File: src/rtl/router_pkt_tx_if.sv
// router_pkt_tx_if -- bundles every non-clock/reset signal of the packet
// transmitter into one interface.
//   slave  : transmitter view (burst request, payload stream and credit
//            return in; packet/strobe, status and credits out)
//   master : driver/consumer view, the mirror image of slave
interface router_pkt_tx_if #(
  parameter int CREDIT_W = 3
);
  logic                tx_start;
  logic [1:0]          tx_dest;
  logic [3:0]          tx_len;
  logic                tx_busy;
  logic                in_valid;
  logic [7:0]          in_data;
  logic                in_ready;
  logic                credit_return;
  logic [9:0]          packet;
  logic                fifo_wr_en;
  logic [CREDIT_W-1:0] credits;
  logic                tx_done;
  logic                credit_err;

  modport master (
    output tx_start, tx_dest, tx_len, in_valid, in_data, credit_return,
    input  tx_busy, in_ready, packet, fifo_wr_en, credits, tx_done, credit_err
  );

  modport slave (
    input  tx_start, tx_dest, tx_len, in_valid, in_data, credit_return,
    output tx_busy, in_ready, packet, fifo_wr_en, credits, tx_done, credit_err
  );
endinterface

File: src/rtl/router_pkt_tx.sv
// router_pkt_tx -- frames a burst of payload bytes into 10-bit packets
// (header, data beats, tail) and writes them into the downstream router FIFO,
// one fifo_wr_en strobe per packet, gated by a credit counter.
// Ports:
//   clk   : system clock, rising edge
//   n_rst : asynchronous active-low reset
//   bus   : router_pkt_tx_if.slave
//           tx_start/tx_dest/tx_len  burst request (sampled in IDLE only)
//           tx_busy                  FSM not in IDLE
//           in_valid/in_data/in_ready payload byte handshake
//           credit_return            one FIFO entry drained downstream
//           packet/fifo_wr_en        registered FIFO write
//           credits                  free downstream entries
//           tx_done                  pulse with the tail write
//           credit_err               sticky credit overflow flag
// Packet type in packet[9:8]: 10 header, 01 data, 11 tail data.
module router_pkt_tx #(
  parameter int FIFO_DEPTH = 4,
  parameter int CREDIT_W   = 3
) (
  input logic             clk,
  input logic             n_rst,
  router_pkt_tx_if.slave  bus
);

  localparam logic [CREDIT_W-1:0] CREDITS_FULL = CREDIT_W'(FIFO_DEPTH);

  typedef enum logic [1:0] {
    IDLE,
    HDR,
    DATA
  } state_t;

  state_t              state;
  logic [1:0]          dest_q;
  logic [3:0]          len_q;
  logic [3:0]          beat_cnt;
  logic [CREDIT_W-1:0] credits_q;
  logic [9:0]          packet_q;
  logic                wr_q;
  logic                done_q;
  logic                err_q;

  logic has_credit;
  logic in_ready_c;
  logic emit_hdr;
  logic emit_data;
  logic emit;

  // Emission is gated by the registered credit count only, so a credit
  // returned in the same cycle cannot enable a write.
  // NOTE: every signal assigned in always_comb gets a value on every path;
  // the plain full assignments here cannot infer a latch.
  always_comb begin
    has_credit = (credits_q != '0);
    in_ready_c = (state == DATA) && has_credit;
    emit_hdr   = (state == HDR) && has_credit;
    emit_data  = in_ready_c && bus.in_valid;
    emit       = emit_hdr || emit_data;
  end

  // NOTE: all state below uses non-blocking assignments so every register
  // samples the pre-edge values, regardless of statement order.
  always_ff @(posedge clk or negedge n_rst) begin
    if (!n_rst) begin
      state     <= IDLE;
      dest_q    <= '0;
      len_q     <= '0;
      beat_cnt  <= '0;
      credits_q <= CREDITS_FULL;
      packet_q  <= '0;
      wr_q      <= 1'b0;
      done_q    <= 1'b0;
      err_q     <= 1'b0;
    end else begin
      wr_q   <= emit;
      done_q <= 1'b0;

      // Emission and return in the same cycle cancel out.
      case ({emit, bus.credit_return})
        2'b10: credits_q <= credits_q - 1'b1;
        2'b01: begin
          if (credits_q == CREDITS_FULL) begin
            err_q <= 1'b1;
          end else begin
            credits_q <= credits_q + 1'b1;
          end
        end
        default: ;
      endcase

      case (state)
        IDLE: begin
          if (bus.tx_start) begin
            dest_q   <= bus.tx_dest;
            len_q    <= bus.tx_len;
            beat_cnt <= '0;
            state    <= HDR;
          end
        end
        HDR: begin
          if (emit_hdr) begin
            packet_q <= {2'b10, 2'b00, dest_q, len_q};
            state    <= DATA;
          end
        end
        DATA: begin
          if (emit_data) begin
            if (beat_cnt == len_q) begin
              packet_q <= {2'b11, bus.in_data};
              done_q   <= 1'b1;
              state    <= IDLE;
            end else begin
              packet_q <= {2'b01, bus.in_data};
              beat_cnt <= beat_cnt + 1'b1;
            end
          end
        end
        default: state <= IDLE;
      endcase
    end
  end

  assign bus.tx_busy    = (state != IDLE);
  assign bus.in_ready   = in_ready_c;
  assign bus.packet     = packet_q;
  assign bus.fifo_wr_en = wr_q;
  assign bus.credits    = credits_q;
  assign bus.tx_done    = done_q;
  assign bus.credit_err = err_q;

endmodule

File: src/flat_wrapper.sv
// flat-port wrapper written by rule: the top's interface ports become plain ports
module router_pkt_tx_flat 
#(
  parameter int FIFO_DEPTH = 4,
  parameter int CREDIT_W   = 3
)
  (clk, n_rst, bus_tx_start, bus_tx_dest, bus_tx_len, bus_in_valid, bus_in_data, bus_credit_return, bus_tx_busy, bus_in_ready, bus_packet, bus_fifo_wr_en, bus_credits, bus_tx_done, bus_credit_err);
  router_pkt_tx_if #(.CREDIT_W(CREDIT_W)) bus_i ();
  input logic clk;
  input logic n_rst;
  input wire logic [$bits(bus_i.tx_start)-1:0] bus_tx_start;
  input wire logic [$bits(bus_i.tx_dest)-1:0] bus_tx_dest;
  input wire logic [$bits(bus_i.tx_len)-1:0] bus_tx_len;
  input wire logic [$bits(bus_i.in_valid)-1:0] bus_in_valid;
  input wire logic [$bits(bus_i.in_data)-1:0] bus_in_data;
  input wire logic [$bits(bus_i.credit_return)-1:0] bus_credit_return;
  output wire logic [$bits(bus_i.tx_busy)-1:0] bus_tx_busy;
  output wire logic [$bits(bus_i.in_ready)-1:0] bus_in_ready;
  output wire logic [$bits(bus_i.packet)-1:0] bus_packet;
  output wire logic [$bits(bus_i.fifo_wr_en)-1:0] bus_fifo_wr_en;
  output wire logic [$bits(bus_i.credits)-1:0] bus_credits;
  output wire logic [$bits(bus_i.tx_done)-1:0] bus_tx_done;
  output wire logic [$bits(bus_i.credit_err)-1:0] bus_credit_err;
  assign bus_i.tx_start = bus_tx_start;
  assign bus_i.tx_dest = bus_tx_dest;
  assign bus_i.tx_len = bus_tx_len;
  assign bus_i.in_valid = bus_in_valid;
  assign bus_i.in_data = bus_in_data;
  assign bus_i.credit_return = bus_credit_return;
  assign bus_tx_busy = bus_i.tx_busy;
  assign bus_in_ready = bus_i.in_ready;
  assign bus_packet = bus_i.packet;
  assign bus_fifo_wr_en = bus_i.fifo_wr_en;
  assign bus_credits = bus_i.credits;
  assign bus_tx_done = bus_i.tx_done;
  assign bus_credit_err = bus_i.credit_err;
  router_pkt_tx #(.FIFO_DEPTH(FIFO_DEPTH), .CREDIT_W(CREDIT_W)) u_core (.clk(clk), .n_rst(n_rst), .bus(bus_i));
endmodule
File: config.mk
export PLATFORM = sky130hd
export DESIGN_NAME = router_pkt_tx_flat
export DESIGN_NICKNAME = d
export VERILOG_FILES = /design/src/rtl/router_pkt_tx_if.sv /design/src/rtl/router_pkt_tx.sv /design/src/flat_wrapper.sv
export SDC_FILE = /design/constraint.sdc
export NUM_CORES = 1
export LEC_CHECK = 0
export CAP_MARGIN = 20
export CORE_ASPECT_RATIO = 0.75
export CORE_MARGIN = 8
export CORE_UTILIZATION = 52
export DETAILED_ROUTE_END_ITERATION = 8
export PLACE_DENSITY_LB_ADDON = 0.2
export SYNTH_ARGS = -nofsm -noshare
export SYNTH_HDL_FRONTEND = slang
export SYNTH_SLANG_ARGS = --single-unit
File: constraint.sdc
create_clock -name clk -period 3.7 [get_ports clk]
set_clock_uncertainty 0.05 [all_clocks]
set_input_delay 0.74 -clock clk [delete_from_list [all_inputs] [get_ports clk]]
set_output_delay 0.74 -clock clk [all_outputs]
set_load 0.02 [all_outputs]
; Word level (Yosys, flattened, before mapping)
; Index checks and enable logic that the tools add are counted.
[totals]
regBits = 28
in_bits = 19
output_inout_bits = 18
elab_cells = 58
[classes]
n_addsub = 3
eq_ne = 12
mux = 18
n_reduce_logical = 16
[op_table]
columns = op, count
row1 = $mux W10, 3
row2 = $pmux W10 S2, 1
row3 = $mux W4, 3
row4 = $mux W2, 4
row5 = $ne A2 B2 Y1 const B, 4
row6 = $pmux W4 S2, 1
row7 = $reduce_and A4 Y1, 2
row8 = $reduce_bool A2 Y1, 4
row9 = $pmux W2 S3, 1
row10 = $pmux W3 S2, 1
row11 = $reduce_and A2 Y1, 3
row12 = $add A4 B1 Y4 const B, 1
row13 = $eq A2 B1 Y1 const B, 2
row14 = $eq A2 B2 Y1 const B, 2
row15 = $eq A4 B4 Y1, 1
row16 = $ne A2 B1 Y1 const B, 2
row17 = $add A3 B1 Y3 const B, 1
row18 = $eq A3 B3 Y1 const B, 1
row19 = $logic_and A1 B1 Y1, 3
row20 = $mux W1, 3
row21 = $mux W3, 1
row22 = $reduce_and A3 Y1, 1
row23 = $reduce_bool A3 Y1, 1
row24 = $sub A3 B1 Y3 const B, 1
row25 = other kinds (2), 2

; Longest topological paths before layout
; Gate-level depths: netlist (run 1).
[depth]
ltp_word = 7
ltp_mapped = 9
ltp_nobuf = 8

; Worst setup path after synthesis (run 1)
; Ideal clock, no wire load.
[synth_path]
kind = flip-flop to flip-flop
startpoint = register u_core.state[0]
endpoint = register u_core.credits_q[2] (netlist: u_core.bus.credits[2])
setup_time_ns = 0.079
arrival_time_ns = 2.150
t_required_ns = 3.571
path_slack_ns = 1.421
path_stages_with_launch = 10
n_path_buf = 1
period_less_slack_ns = 2.279
cell_sequence = dfrtp_1 inv_1 ha_1 buf_2 a21oi_1 o21ai_0 fa_1 nor4_1 o21ba_1 o21ai_0
[synth_between]
elab_chain_cells = 7
elab_cells_between_ends = 12
classes_between = eq/ne (5) / mux (1) / reduce/logical (6)
[synth_rtl]
columns = element, line
row1 = "start, declared", router_pkt_tx.sv:34  ; state_t state;
row2 = "start signal, assigned", router_pkt_tx.sv:66  ; state <= IDLE;
row3 = "start signal, assigned", router_pkt_tx.sv:98  ; state <= HDR;
row4 = "start signal, assigned", router_pkt_tx.sv:104  ; state <= DATA;
row5 = $eq A2 B2 Y1, router_pkt_tx.sv:56  ; in_ready_c = (state == DATA) && has_credit;
row6 = $logic_and A1 B1 Y1, router_pkt_tx.sv:56
row7 = $logic_and A1 B1 Y1, router_pkt_tx.sv:58  ; emit_data = in_ready_c && bus.in_valid;
row8 = $logic_or A1 B1 Y1 *, router_pkt_tx.sv:59  ; emit = emit_hdr || emit_data;
row9 = $eq A2 B1 Y1 / $eq A2 B2 Y1 (equally long branches), router_pkt_tx.sv:80  ; case ({emit, bus.credit_return})
row10 = $ne A2 B2 Y1 (no line) / $reduce_bool A2 Y1 (equally long branches), n/a
row11 = $reduce_and A2 Y1 (no line), n/a
row12 = "end signal, assigned", router_pkt_tx.sv:81  ; 2'b10: credits_q <= credits_q - 1'b1;
row13 = "end signal, assigned", router_pkt_tx.sv:86  ; credits_q <= credits_q + 1'b1;
row14 = "end, declared", router_pkt_tx.sv:38  ; logic [CREDIT_W-1:0] credits_q;
; Mark *: on every way between the ends. The rest lies on a longest branch, timed or not.
; A chain may end at the register's enable or synchronous reset.

; Final worst setup path (run 1)
[layout_path]
startpoint = register u_core.state[0]
endpoint = output port bus_in_ready
[layout_between]
elab_chain_cells = 2
[layout_rtl]
columns = element, line
row1 = $eq A2 B2 Y1, router_pkt_tx.sv:56
row2 = $logic_and A1 B1 Y1, router_pkt_tx.sv:56
row3 = "end, declared", flat_wrapper.sv:18  ; output wire logic [$bits(bus_i.in_ready)-1:0] bus_in_ready;
; Every way passes these cells.

==> summary by stage, run 1 <==
Outcome
The flow ran to the end, and the final reports show no timing, DRC or antenna violations.

Worst setup path
For flop-to-flop paths, the worst setup slack is 0.91 ns. The kind of end point of the critical path is a primary output. In this run the worst setup path terminates at bus_in_ready. STA puts the critical path data arrival time at 2.25 ns. Of all nets on the critical path, the largest fanout is 16. The kind of start point of the critical path is a flip-flop.

The count of cells along the worst register-to-register path is 8. The classification of the worst setup path is reg2out. In this run the critical register-to-register path is captured at u_core.bus.credits[1]$_DFFE_PN0P_.

For the worst setup path, the data required time is 2.91 ns. The startpoint identified for the worst register-to-register timing path is u_core.state[0]$_DFFE_PN0P_. The launching element of the worst setup path is u_core.state[0]$_DFFE_PN0P_.

Synth
Counting flops and latches in the post-synthesis netlist gives 28. The share of the Yosys chip area taken by registers is 0.462. Synthesis produced 136 cells. In this run, distinct cell masters in the synthesized netlist total 42.

The average instance area after synthesis is 11.2 um2. The number of nets in the synthesized netlist is 160. For this run, the number of Yosys warnings is 0. The cell area that synthesis handed to floorplanning was 1520 um2.

Global route
The via count of the first global-routing pass is 1155. The initial antenna violation count is 0. The leftover overflow at the end of global routing is 0. The maximum number of pins on one net before global-route repair is 29. The global-route wire length before repair is 5520 um. In the global route stage, overall resource usage came out at 0.135.

STA
The final worst-path setup slack is 0.664 ns. The final clock period utilization by the worst path is 0.821. The final count of hold timing violations is 0. The aggregate negative setup slack is 0 ns.

The worst slew slack as a fraction of its limit is 0.475. The highest clock rate is 0.329 GHz. The number of slew-limit violations in the final report is 0. The worst-margin pin slew is 0.788 ns. The final critical path time including I/O delays and setup is 3.04 ns. Setup repair after global routing left no endpoint under its margin. The setup-violating endpoint count in the final report is 0.

Cells and area
Summing all non-filler instances in the final layout gives an area of 1950 um2. The number of nets at the end of the flow is 195. The final standard cell count with taps included and fillers excluded is 208. The number of fillers in the final layout is 214. The ratio of cells with drive above 1 in the final layout is 0.112. The final design utilization is 0.680.

The antenna diode count is 0. From synthesis to final layout, the design area changed by 28.6%.

Routing
In the routed design, unresolved DRC markers number 0. The number of routed nets with antenna violations is 0. The detailed router's first-iteration violation count is 59. The overall routed net length is 3230 um. The first detailed-routing pass ran for 4 iterations. Dividing the detail-routed via count by the number of cells gives 5.47. The total vias in the final route is 1138. The detail-routed net length per standard cell is 15.5 um.

Floorplanning
In this run the vertical extent of the chip is 62.8 um. The initial utilization of the core area, before any placement, comes to 0.529. The core box area is 2870 um2.

From left edge to right edge, the die measures 78.4 um. The floorplan step defined a die boundary enclosing 4920 um2. 37 I/O pins were placed. The site row count is 17.

Place
The post-placement cell count is 204. The placed instances occupy a cell area of 1900 um2. The wire-length estimate of the detail-placed layout is 2530 um. Routability-driven placement finished with a final weighted congestion of 0.811. The count of buffers inserted at the top-level ports is 36. Before CTS, the worst setup slack after placement is 0.732 ns.

Job
Max-cap violations in this run came to 0.

Clock tree
After clock tree synthesis, the clock-pin slew on the worst setup and hold paths is 0.09 ns. The clock tree from TritonCTS is yes. The number of instances resized during post-cts repair is 0. The clock passes through at most 2 buffers.

Post-CTS timing repair inserted 0 buffers for setup. The tree built by TritonCTS fans out to 28 sinks. The count of hold buffers inserted by post-cts repair is 0. The clock insertion delay at the later pin of the skew report is 0.27 ns.

The root buffer cell is clkbuf_8. The number of levels the H-tree was split into is 1. Counting the buffers created by CTS gives 3.

Pwr
The static power due to leakage is 0.000820 uW. Across the VDD grid, the largest voltage drop is 438 uV. The power per standard cell area is 895 nW/um2.

Worst hold path
The path class of the lowest-slack min-delay path is reg2reg.
## sequential cells by signal (all words and copies together), names as in the netlist
signal and flops:
u_core.bus.tx_done 1, u_core.bus.fifo_wr_en 1, u_core.dest_q 2, u_core.beat_cnt 4
u_core.len_q 4, u_core.state 2, u_core.bus.credits 3, u_core.bus.credit_err 1
u_core.bus.packet 10
## power breakdown
group	switching [uW]	internal (uW)	total, uW
registers	157	449	606
clock network	88.7	95.1	184
logic	494	463	958
total	740	1010	1750
## logic make-up (layout without fill, tap and decap cells)
kind of cell	count (synthesis)	after routing	synth area share
mux	17	17	0.118
compound gates	36	36	0.172
simple gates	32	32	0.134
xor+xnor	5	5	0.0289
fa+ha+maj	5	5	0.0462
flops	28	28	0.462
buf+inv	13	47	0.0387
## metrics by stage
step	total power, uW	hold WS, ns
6_report	1750	0.439
2_1_floorplan	1240	0.394
5_1_grt	1870	0.468
3_5_place_dp	1580	0.413
4_1_cts	1760	0.437
3_3_place_gp	1530	0.410
## worst min path at each step
stage	from	end	slack, ns	cells past startpoint
6_report	u_core.bus.credit_err$_DFFE_PN0P_	u_core.bus.credit_err$_DFFE_PN0P_	0.44	1
3_5_place_dp	u_core.bus.credit_err$_DFFE_PN0P_	u_core.bus.credit_err$_DFFE_PN0P_	0.41	1
2_1_floorplan	n_rst	u_core.beat_cnt[0]$_DFFE_PN0P_	0.39	0
3_3_place_gp	u_core.bus.packet[8]$_DFFE_PN0P_	u_core.bus.packet[8]$_DFFE_PN0P_	0.41	1
4_1_cts	u_core.bus.packet[8]$_DFFE_PN0P_	u_core.bus.packet[8]$_DFFE_PN0P_	0.44	1
5_1_grt	u_core.bus.credit_err$_DFFE_PN0P_	u_core.bus.credit_err$_DFFE_PN0P_	0.47	1
## routing by layer
metal | wire, um | part of all wire | track usage | up-vias
li1 | - | - | - | 562
met1 | 1480 | 0.46 | 0.173 | 549
met2 | 1570 | 0.49 | 0.218 | 25
met3 | 175 | 0.054 | 0.0445 | 2
met4 | 8 | 0.0025 | 0.0207 | 0
met5 | 0 | 0 | 0 | -
## area by class of cell
cell class | count | area [um2] | area share
Multi-Input combinational cell | 95 | 757 | 0.388
Sequential cell | 28 | 702 | 0.360
Timing Repair Buffer | 37 | 368 | 0.188
Clock buffer | 4 | 55.1 | 0.0282
Tap cell | 38 | 47.5 | 0.0244
Inverter | 6 | 22.5 | 0.0115
## synth_stat cells
master	n	share of area
nor4b_4	1	0.016
nand3_1	2	0.0066
dfrtp_1	27	0.45
o311ai_4	1	0.017
nor3b_1	1	0.0049
o31a_1	1	0.0058
mux2i_1	10	0.066
o32a_1	1	0.0066
nor2_1	6	0.015
a22o_1	3	0.017
o22ai_4	1	0.013
nand4_1	1	0.0041
o31ai_1	1	0.0049
a21oi_1	11	0.036
o21ba_1	1	0.0066
mux2_2	7	0.052
buf_6	1	0.0074
nor2b_1	5	0.021
nor3_4	1	0.011
or2b_1	1	0.0049
inv_1	6	0.015
buf_2	2	0.0066
nand2b_1	1	0.0041
fa_1	1	0.013
or2_2	1	0.0041
nor2_2	1	0.0041
nor3_1	1	0.0033
ha_1	4	0.033
nand4b_1	1	0.0058
and3_1	1	0.0041
xor2_1	1	0.0058
clkbuf_1	4	0.0099
xnor2_1	4	0.023
o21a_1	1	0.0049
a41o_1	1	0.0066
a21o_1	1	0.0049
nand2_1	5	0.012
dfstp_2	1	0.017
o21ai_0	7	0.023
nor4_1	2	0.0082
nand3b_1	1	0.0049
a31oi_1	6	0.025
## cells in the final DEF (no fill, tap or decap), drive strengths merged, types with 2 or more instances in the layout
cell type      Yosys  layout
a21oi             11      11
a22o               3       3
a31oi              6       6
clkbuf             4       4
clkdlybuf4s50      0      36
dfrtp             27      27
ha                 4       4
inv                6       6
mux2               7       7
mux2i             10      10
nand2              5       5
nand3              2       2
nor2               7       7
nor2b              5       5
nor3               2       2
nor4               2       2
o21ai              7       7
xnor2              4       4
## worst max-delay path, cell delays in order, from the launching register on
cell and delay, ns:
dfrtp_1 0.41, inv_1 0.08, ha_1 0.67, nor2b_1 0.21, clkdlybuf4s50_1 0.61
Power figures use the tool's default switching activity.
==> inputs of run 2 (changes only) <==
--- a/config.mk
+++ b/config.mk
@@ -8,7 +8,7 @@
 export CAP_MARGIN = 20
 export CORE_ASPECT_RATIO = 0.75
 export CORE_MARGIN = 8
-export CORE_UTILIZATION = 52
+export CORE_UTILIZATION = 49
 export DETAILED_ROUTE_END_ITERATION = 8
 export PLACE_DENSITY_LB_ADDON = 0.2
 export SYNTH_ARGS = -nofsm -noshare
==> constraint.sdc (replaced) <==
create_clock -name clk -period 2.9 [get_ports clk]
set_clock_uncertainty 0.05 [all_clocks]
set_input_delay 0.58 -clock clk [delete_from_list [all_inputs] [get_ports clk]]
set_output_delay 0.58 -clock clk [all_outputs]
set_load 0.02 [all_outputs]
==> run 2 against run 1 <==
Effect of this change: non-clock buffer count is 4 higher; die area is 4.7% higher; first-iteration DRC count is 32% lower; combinational power is 35% higher; highest routed layer unchanged; sequential power is 23% higher.
==> summary by stage, run 2 (synthesis gave the netlist of run 1 again) <==
Outcome
The flow ran to the end, and the final reports show no timing, DRC or antenna violations.

Global route
The maximum number of pins on one net before global-route repair is 29 (unchanged). The via count of the first global-routing pass is 1166 (+0.95%). The leftover overflow at the end of global routing is 0 (unchanged). The global-route wire length before repair is 5730 um (+3.9%). The total global routing track utilization is 0.137 (+0.00164).

The initial antenna violation count was 0 (unchanged).

Clock tree
The total number of clock tree sinks is 28 (unchanged). The number of instances resized during post-cts repair is 0 (unchanged). The number of levels the H-tree was split into is 1 (unchanged). TritonCTS built the clock tree. The clock slew seen by the registers of the worst setup and hold paths is 0.08 ns (about the same).

The root buffer cell is clkbuf_8. The number of buffers created by CTS came to 3 (unchanged). The maximum clock insertion buffer count is 2 (unchanged). The clock insertion delay at the later pin of the skew report is 0.27 ns (about the same). The count of hold buffers inserted by post-cts repair was 0 (unchanged). The number of setup buffers added after CTS came to 0 (unchanged).

Pwr
The part of the power in registers came to 0.333 (-0.014). The sum of internal, switching and leakage power is 2250 uW (+29%). The static power due to leakage is 0.000833 uW (+1.6%).

The power per standard cell area came to 1140 nW/um2 (+27%). The power dissipated by switching net loads was 958 uW (+29%). The clock share of power came to 0.093 (-0.012). The internal power summed over all cells came to 1290 uW (+28%). The worst IR drop on VDD is 622 uV (+42%). The switching power as a share of total power is 0.427 (+0.00326). The combinational share of power is 0.573 (+0.025).

Routing
The average via count per standard cell is 5.52 (+0.96%). The first-pass iteration count of the detailed router is 4 (unchanged). The number of routed nets with antenna violations is 0 (unchanged). The detailed router's first-iteration violation count was 40 (-32%). The overall routed net length was 3480 um (+7.8%). The detailed-route DRC error count is 0 (unchanged). The total vias in the final route is 1171 (+2.9%).

The detail-routed net length per standard cell is 16.4 um (+5.7%).

Floorplanning
The x dimension of the die was 80.3 um (+2.4%). The vertical die dimension is 64.2 um (+2.2%). The initial core utilization is 0.513 (-0.0152).

The floorplan die area is 5150 um2 (+4.7%). The site row count is 17 (unchanged). The core box area is 2960 um2 (+3.0%). The top-level I/O count came to 37 (unchanged).

Worst setup path
The count of cells along the worst register-to-register path is 6 (-2). The startpoint identified for the worst register-to-register timing path is u_core.bus.credits[1]$_DFFE_PN0P_. The arrival time at the worst endpoint came to 1.93 ns (-0.32 ns).

The maximum fanout along the worst path is 9 (-7). The worst endpoint required time is 2.27 ns (-0.64 ns). The setup path with the least slack is of type reg2out. In this run the critical register-to-register path is captured at u_core.bus.credits[2]$_DFFE_PN1P_.

The worst setup slack for register-to-register paths is 0.48 ns (-0.43 ns). The kind of end point of the critical path is a primary output. The kind of start point of the critical path is a flip-flop.

STA
Setup repair after global routing left no endpoint under its margin. The aggregate negative setup slack is 0 ns (unchanged). Timing would allow up to 0.390 GHz. Of the available clock period, the critical path in the final layout requires 0.884. The setup-violating endpoint count in the final report is 0 (unchanged).

The final critical path time including I/O delays and setup is 2.56 ns. The final count of hold timing violations is 0 (unchanged). The worst-margin pin slew is 0.457 ns (-0.331 ns). The worst slew slack as a fraction of its limit is 0.695 (+0.220). The final worst-path setup slack was 0.337 ns (-0.326 ns).

The number of slew-limit violations in the final report is 0 (unchanged).

Cells and area
In the layout the commonest cells are 36 x clkdlybuf4s50_1, 27 x dfrtp_1, 11 x a21oi_1, 10 x mux2i_1. The number of fillers in the final layout came to 244 (+14%). The ratio of cells with drive above 1 in the final layout is 0.126 (+0.0147). The number of flip-flops under the largest register name came to 10 (unchanged). The area growth from synthesis to layout is 29.9%. The number of nets at the end of the flow is 199 (+2.1%). The antenna diode count is 0 (unchanged). Leaving out fill and tap cells, the most frequent cell in the layout is clkdlybuf4s50_1.

Worst hold path
In this run the most critical hold path is launched from u_core.bus.credit_err$_DFFE_PN0P_. The cell depth of the worst hold path is 1 (unchanged). The path class of the lowest-slack min-delay path is reg2reg. The worst hold path terminates at u_core.bus.credit_err$_DFFE_PN0P_.

Place
The detailed-placement wirelength estimate is 2730 um (+7.9%). The weighted congestion at the end of routability-driven global placement is 0.819 (+1.0%). The worst setup timing slack at the placement stage was 0.276 ns (-0.456 ns).

The count of buffers inserted at the top-level ports is 36 (unchanged).

Job
The count of max-cap constraint violations is 0 (unchanged).
-- run 2: cell count changes in the layout (fill, tap and decap cells not counted) --
cell,delta
buf_4,+4
clkbuf_8,-1
clkbuf_1,+1
-- run 2: cell type report --
| class | count | area, um2 | share of cell area |
|---|---|---|---|
| sequential | 28 | 702 | 0.356 |
| multi-input combinational | 95 | 757 | 0.384 |
| clock buffer | 4 | 45.0 | 0.0228 |
| timing repair buffer | 41 | 398 | 0.202 |
| inverter | 6 | 22.5 | 0.0114 |
| tap | 38 | 47.5 | 0.0241 |
-- run 2: worst max path at each step --
stage          slack, ns                           endpoint  cells after the start                               from
2_1_floorplan       0.62  u_core.bus.credits[2]$_DFFE_PN1P_                      9        u_core.state[0]$_DFFE_PN0P_
3_5_place_dp        0.28  u_core.bus.credits[2]$_DFFE_PN1P_                      7                       bus_in_valid
3_3_place_gp        0.38  u_core.bus.credits[2]$_DFFE_PN1P_                      7                       bus_in_valid
4_1_cts             0.33                       bus_in_ready                      3  u_core.bus.credits[1]$_DFFE_PN0P_
5_1_grt             0.25                       bus_in_ready                      3  u_core.bus.credits[1]$_DFFE_PN0P_
6_report            0.34                       bus_in_ready                      3  u_core.bus.credits[1]$_DFFE_PN0P_
-- run 2: per-stage QoR --
step,utilization,std cells,hold slack (ns),instance area (um2)
after floorplan,-,136,0.234,1520
after global placement,0.652,208,0.398,1930
after detailed placement,0.652,208,0.412,1930
after CTS,0.667,212,0.433,1970
after global routing,0.667,212,0.455,1970
final,0.667,212,0.421,1970
-- run 2: critical path, stage by stage (launching register included) --
cell             delay (ns)
dfrtp_1                0.55
nor3_4                 0.46
nor2b_1                0.10
clkdlybuf4s50_1        0.55
-- run 2: power by group through the flow --
stage | Combinational, uW | Clock, uW | Sequential, uW
after floorplan | 746 | 0 | 843
after global placement | 1250 | 0 | 740
after detailed placement | 1300 | 0 | 754
after CTS | 1300 | 221 | 747
after global routing | 1410 | 227 | 774
final | 1290 | 210 | 748
-- run 2: per-layer routing --
layer | GRT usage | routed length (um) | up-vias
met3 | 0.0461 | 227 | 6
li1 | - | - | 569
met4 | 0.0249 | 32 | 0
met5 | 0 | 0 | -
met1 | 0.166 | 1480 | 571
met2 | 0.230 | 1740 | 25
==> inputs of run 3 (changes only) <==
--- a/config.mk
+++ b/config.mk
@@ -8,9 +8,11 @@
 export CAP_MARGIN = 20
 export CORE_ASPECT_RATIO = 0.75
 export CORE_MARGIN = 8
-export CORE_UTILIZATION = 49
+export CORE_UTILIZATION = 51
+export CTS_BUF_LIST = sky130_fd_sc_hd__clkbuf_4 sky130_fd_sc_hd__clkbuf_8
 export DETAILED_ROUTE_END_ITERATION = 8
 export PLACE_DENSITY_LB_ADDON = 0.2
+export SLEW_MARGIN = 40
 export SYNTH_ARGS = -nofsm -noshare
 export SYNTH_HDL_FRONTEND = slang
 export SYNTH_SLANG_ARGS = --single-unit
==> run 3 against run 2 <==
Effect of this change: final area grew 0.13%; wire length shrank 1.2%; largest cell class unchanged; via count shrank 1.1%; maximum frequency grew 1.5%; combinational power shrank 3%; critical path type unchanged.
==> summary by stage, run 3 (synthesis gave the netlist of run 1 again) <==
Cells and area
The number of nets at the end of the flow came to 198 (-0.50%). The top cell types in the final layout, fill and taps aside, are 36 x clkdlybuf4s50_1, 27 x dfrtp_1, 11 x a21oi_1, 10 x mux2i_1. The antenna diode count is 0 (unchanged). The final design utilization is 0.683 (+0.0156).

The most common cell after layout, fill and taps aside is clkdlybuf4s50_1. The number of flip-flops under the largest register name is 10 (unchanged). The layout overhead on the synthesized area is 30.1%. The number of fillers in the final layout is 246 (+0.82%).

The ratio of cells with drive above 1 in the final layout came to 0.127 (+0.000731).

Floorplanning
The site row count is 17 (unchanged). The x dimension of the die is 79.0 um (-1.6%). The vertical die dimension is 63.2 um (-1.5%). The floorplan die area is 5000 um2 (-3.0%). The top-level I/O count is 37 (unchanged).

The initial core utilization is 0.525 (+0.0113). The core box area was 2890 um2 (-2.2%).

Worst setup path
The worst setup slack for register-to-register paths is 0.48 ns (about the same). The classification of the worst setup path is reg2out. The count of cells along the worst register-to-register path was 6 (unchanged). The maximum fanout along the worst path was 9 (unchanged).

The kind of start point of the critical path is a flip-flop. The endpoint of the most critical register-to-register path is u_core.bus.credits[2]$_DFFE_PN1P_. The reg-to-reg startpoint is u_core.bus.credits[1]$_DFFE_PN0P_. The worst endpoint required time is 2.27 ns (about the same).

The arrival time at the worst endpoint is 1.90 ns (-0.03 ns). The kind of end point of the critical path is a primary output. Tracing the worst setup path back leads to its startpoint at u_core.bus.credits[1]$_DFFE_PN0P_.

Pwr
The combinational share of power came to 0.553 (-0.020). The clock share of power is 0.104 (+0.011). The worst IR drop on VDD is 561 uV (-9.7%). The internal power summed over all cells is 1300 uW (+1.3%). The static power due to leakage is 0.000834 uW (+0.14%). The power dissipated by switching net loads came to 965 uW (+0.66%).

The part of the power in registers is 0.342 (+0.009). The power per standard cell area was 1150 nW/um2 (+0.87%). The switching power as a share of total power came to 0.425 (-0.00146).

STA
The aggregate negative setup slack is 0 ns (unchanged). The final critical path time including I/O delays and setup is 2.53 ns (-0.0377 ns). The highest clock rate is 0.396 GHz (+1.5%). The final clock period utilization by the worst path is 0.871 (-0.0130).

The final count of hold timing violations came to 0 (unchanged). The worst-margin pin slew was 0.545 ns (+0.0875 ns). The number of slew-limit violations in the final report was 0 (unchanged). The setup-violating endpoint count in the final report came to 0 (unchanged). The final worst-path setup slack was 0.375 ns (+0.0377 ns). Setup repair after global routing left no endpoint under its margin. The worst slew slack as a fraction of its limit is 0.637 (-0.0584).

Worst hold path
The min-delay analysis places its worst path in the category reg2reg. The startpoint of the most critical hold path is u_core.bus.credit_err$_DFFE_PN0P_. The cell depth of the worst hold path is 1 (unchanged). The terminating pin of the worst hold path is u_core.bus.credit_err$_DFFE_PN0P_.

Global route
The global-route wire length before repair is 5600 um (-2.4%). The initial antenna violation count is 0 (unchanged). The via count of the first global-routing pass is 1185 (+1.6%). The leftover overflow at the end of global routing is 0 (unchanged). The maximum number of pins on one net before global-route repair is 29 (unchanged). The total global routing track utilization is 0.140 (+0.00355).

Routing
The average via count per standard cell was 5.49 (-0.64%). The detail-routed net length per standard cell came to 16.3 um (-0.77%). The overall routed net length is 3440 um (-1.2%). The detailed router's first-iteration violation count was 59 (+48%). The first-pass iteration count of the detailed router was 4 (unchanged). The total vias in the final route is 1158 (-1.1%). The number of routed nets with antenna violations is 0 (unchanged). The detailed-route DRC error count came to 0 (unchanged).

Clock tree
The maximum clock insertion buffer count was 2 (unchanged). The number of buffers created by CTS came to 3 (unchanged). CTS placed an instance of clkbuf_8 at the clock tree root.

TritonCTS built the clock tree. The clock slew seen by the registers of the worst setup and hold paths is 0.09 ns (about the same). The number of levels the H-tree was split into is 1 (unchanged). The number of instances resized during post-cts repair is 0 (unchanged). The clock insertion delay at the later pin of the skew report is 0.27 ns (about the same).

The total number of clock tree sinks was 28 (unchanged). The count of hold buffers inserted by post-cts repair is 0 (unchanged). The number of setup buffers added after CTS is 0 (unchanged).

Place
The weighted congestion at the end of routability-driven global placement is 0.870 (+6.3%). The detailed-placement wirelength estimate is 2590 um (-5.0%). The count of buffers inserted at the top-level ports is 36 (unchanged). The worst setup timing slack at the placement stage was 0.279 ns (+0.00317 ns).

Job
The count of max-cap constraint violations is 0 (unchanged).

Outcome
The flow ran to the end, and the final reports show no timing, DRC or antenna violations.
==> run 3: cell types whose count changed in the layout (fill, tap and decap cells not counted) <==
cell      change
buf_4         -1
clkbuf_8      +1
clkbuf_1      -1
==> run 3: cell type report <==
type / count / area (um2) / area share
Clock buffer: 4 / 55.1 / 0.0279
Inverter: 6 / 22.5 / 0.0114
Multi-Input combinational cell: 95 / 757 / 0.383
Sequential cell: 28 / 702 / 0.356
Tap cell: 38 / 47.5 / 0.0241
Timing Repair Buffer: 40 / 390 / 0.198
==> run 3: stage by stage <==
stage               std cells  hold slack [ns]  instance area [um2]  power (uW)
floorplan                 136            0.234                 1520        1590
global placement          207            0.409                 1920        1980
detailed placement        207            0.416                 1920        2030
CTS                       211            0.437                 1970        2290
global route              211            0.457                 1970        2420
finish                    211            0.425                 1970        2270
==> run 3: worst max-delay path, cell delays in order (launching register included) <==
cell             delay (ns)
dfrtp_1                0.56
nor3_4                 0.42
nor2b_1                0.09
clkdlybuf4s50_1        0.55
==> run 3: power by group through the flow <==
stage | Clock, uW | Combinational (uW) | Sequential (uW)
2_1_floorplan | 0 | 746 | 843
3_3_place_gp | 0 | 1210 | 765
3_5_place_dp | 0 | 1250 | 784
4_1_cts | 246 | 1260 | 777
5_1_grt | 254 | 1360 | 808
6_report | 236 | 1250 | 776
==> run 3: layer usage <==
layer | global-route usage | part of all wire | up-vias | wire length [um]
met5 | 0 | 0 | - | 0
met4 | 0.0369 | 0.013 | 0 | 44
met3 | 0.0425 | 0.048 | 4 | 165
li1 | - | - | 567 | -
met2 | 0.234 | 0.49 | 28 | 1690
met1 | 0.169 | 0.45 | 559 | 1540
==> run 3: how the worst max path moves through the flow <==
stage                                                   end  slack (ns)  cells after the start
after floorplan           u_core.bus.credits[2]$_DFFE_PN1P_        0.62                      9
after global placement    u_core.bus.credits[2]$_DFFE_PN1P_        0.39                      7
after detailed placement  u_core.bus.credits[2]$_DFFE_PN1P_        0.28                      7
after CTS                                      bus_in_ready        0.36                      3
after global routing                           bus_in_ready        0.28                      3
final                                          bus_in_ready        0.37                      3
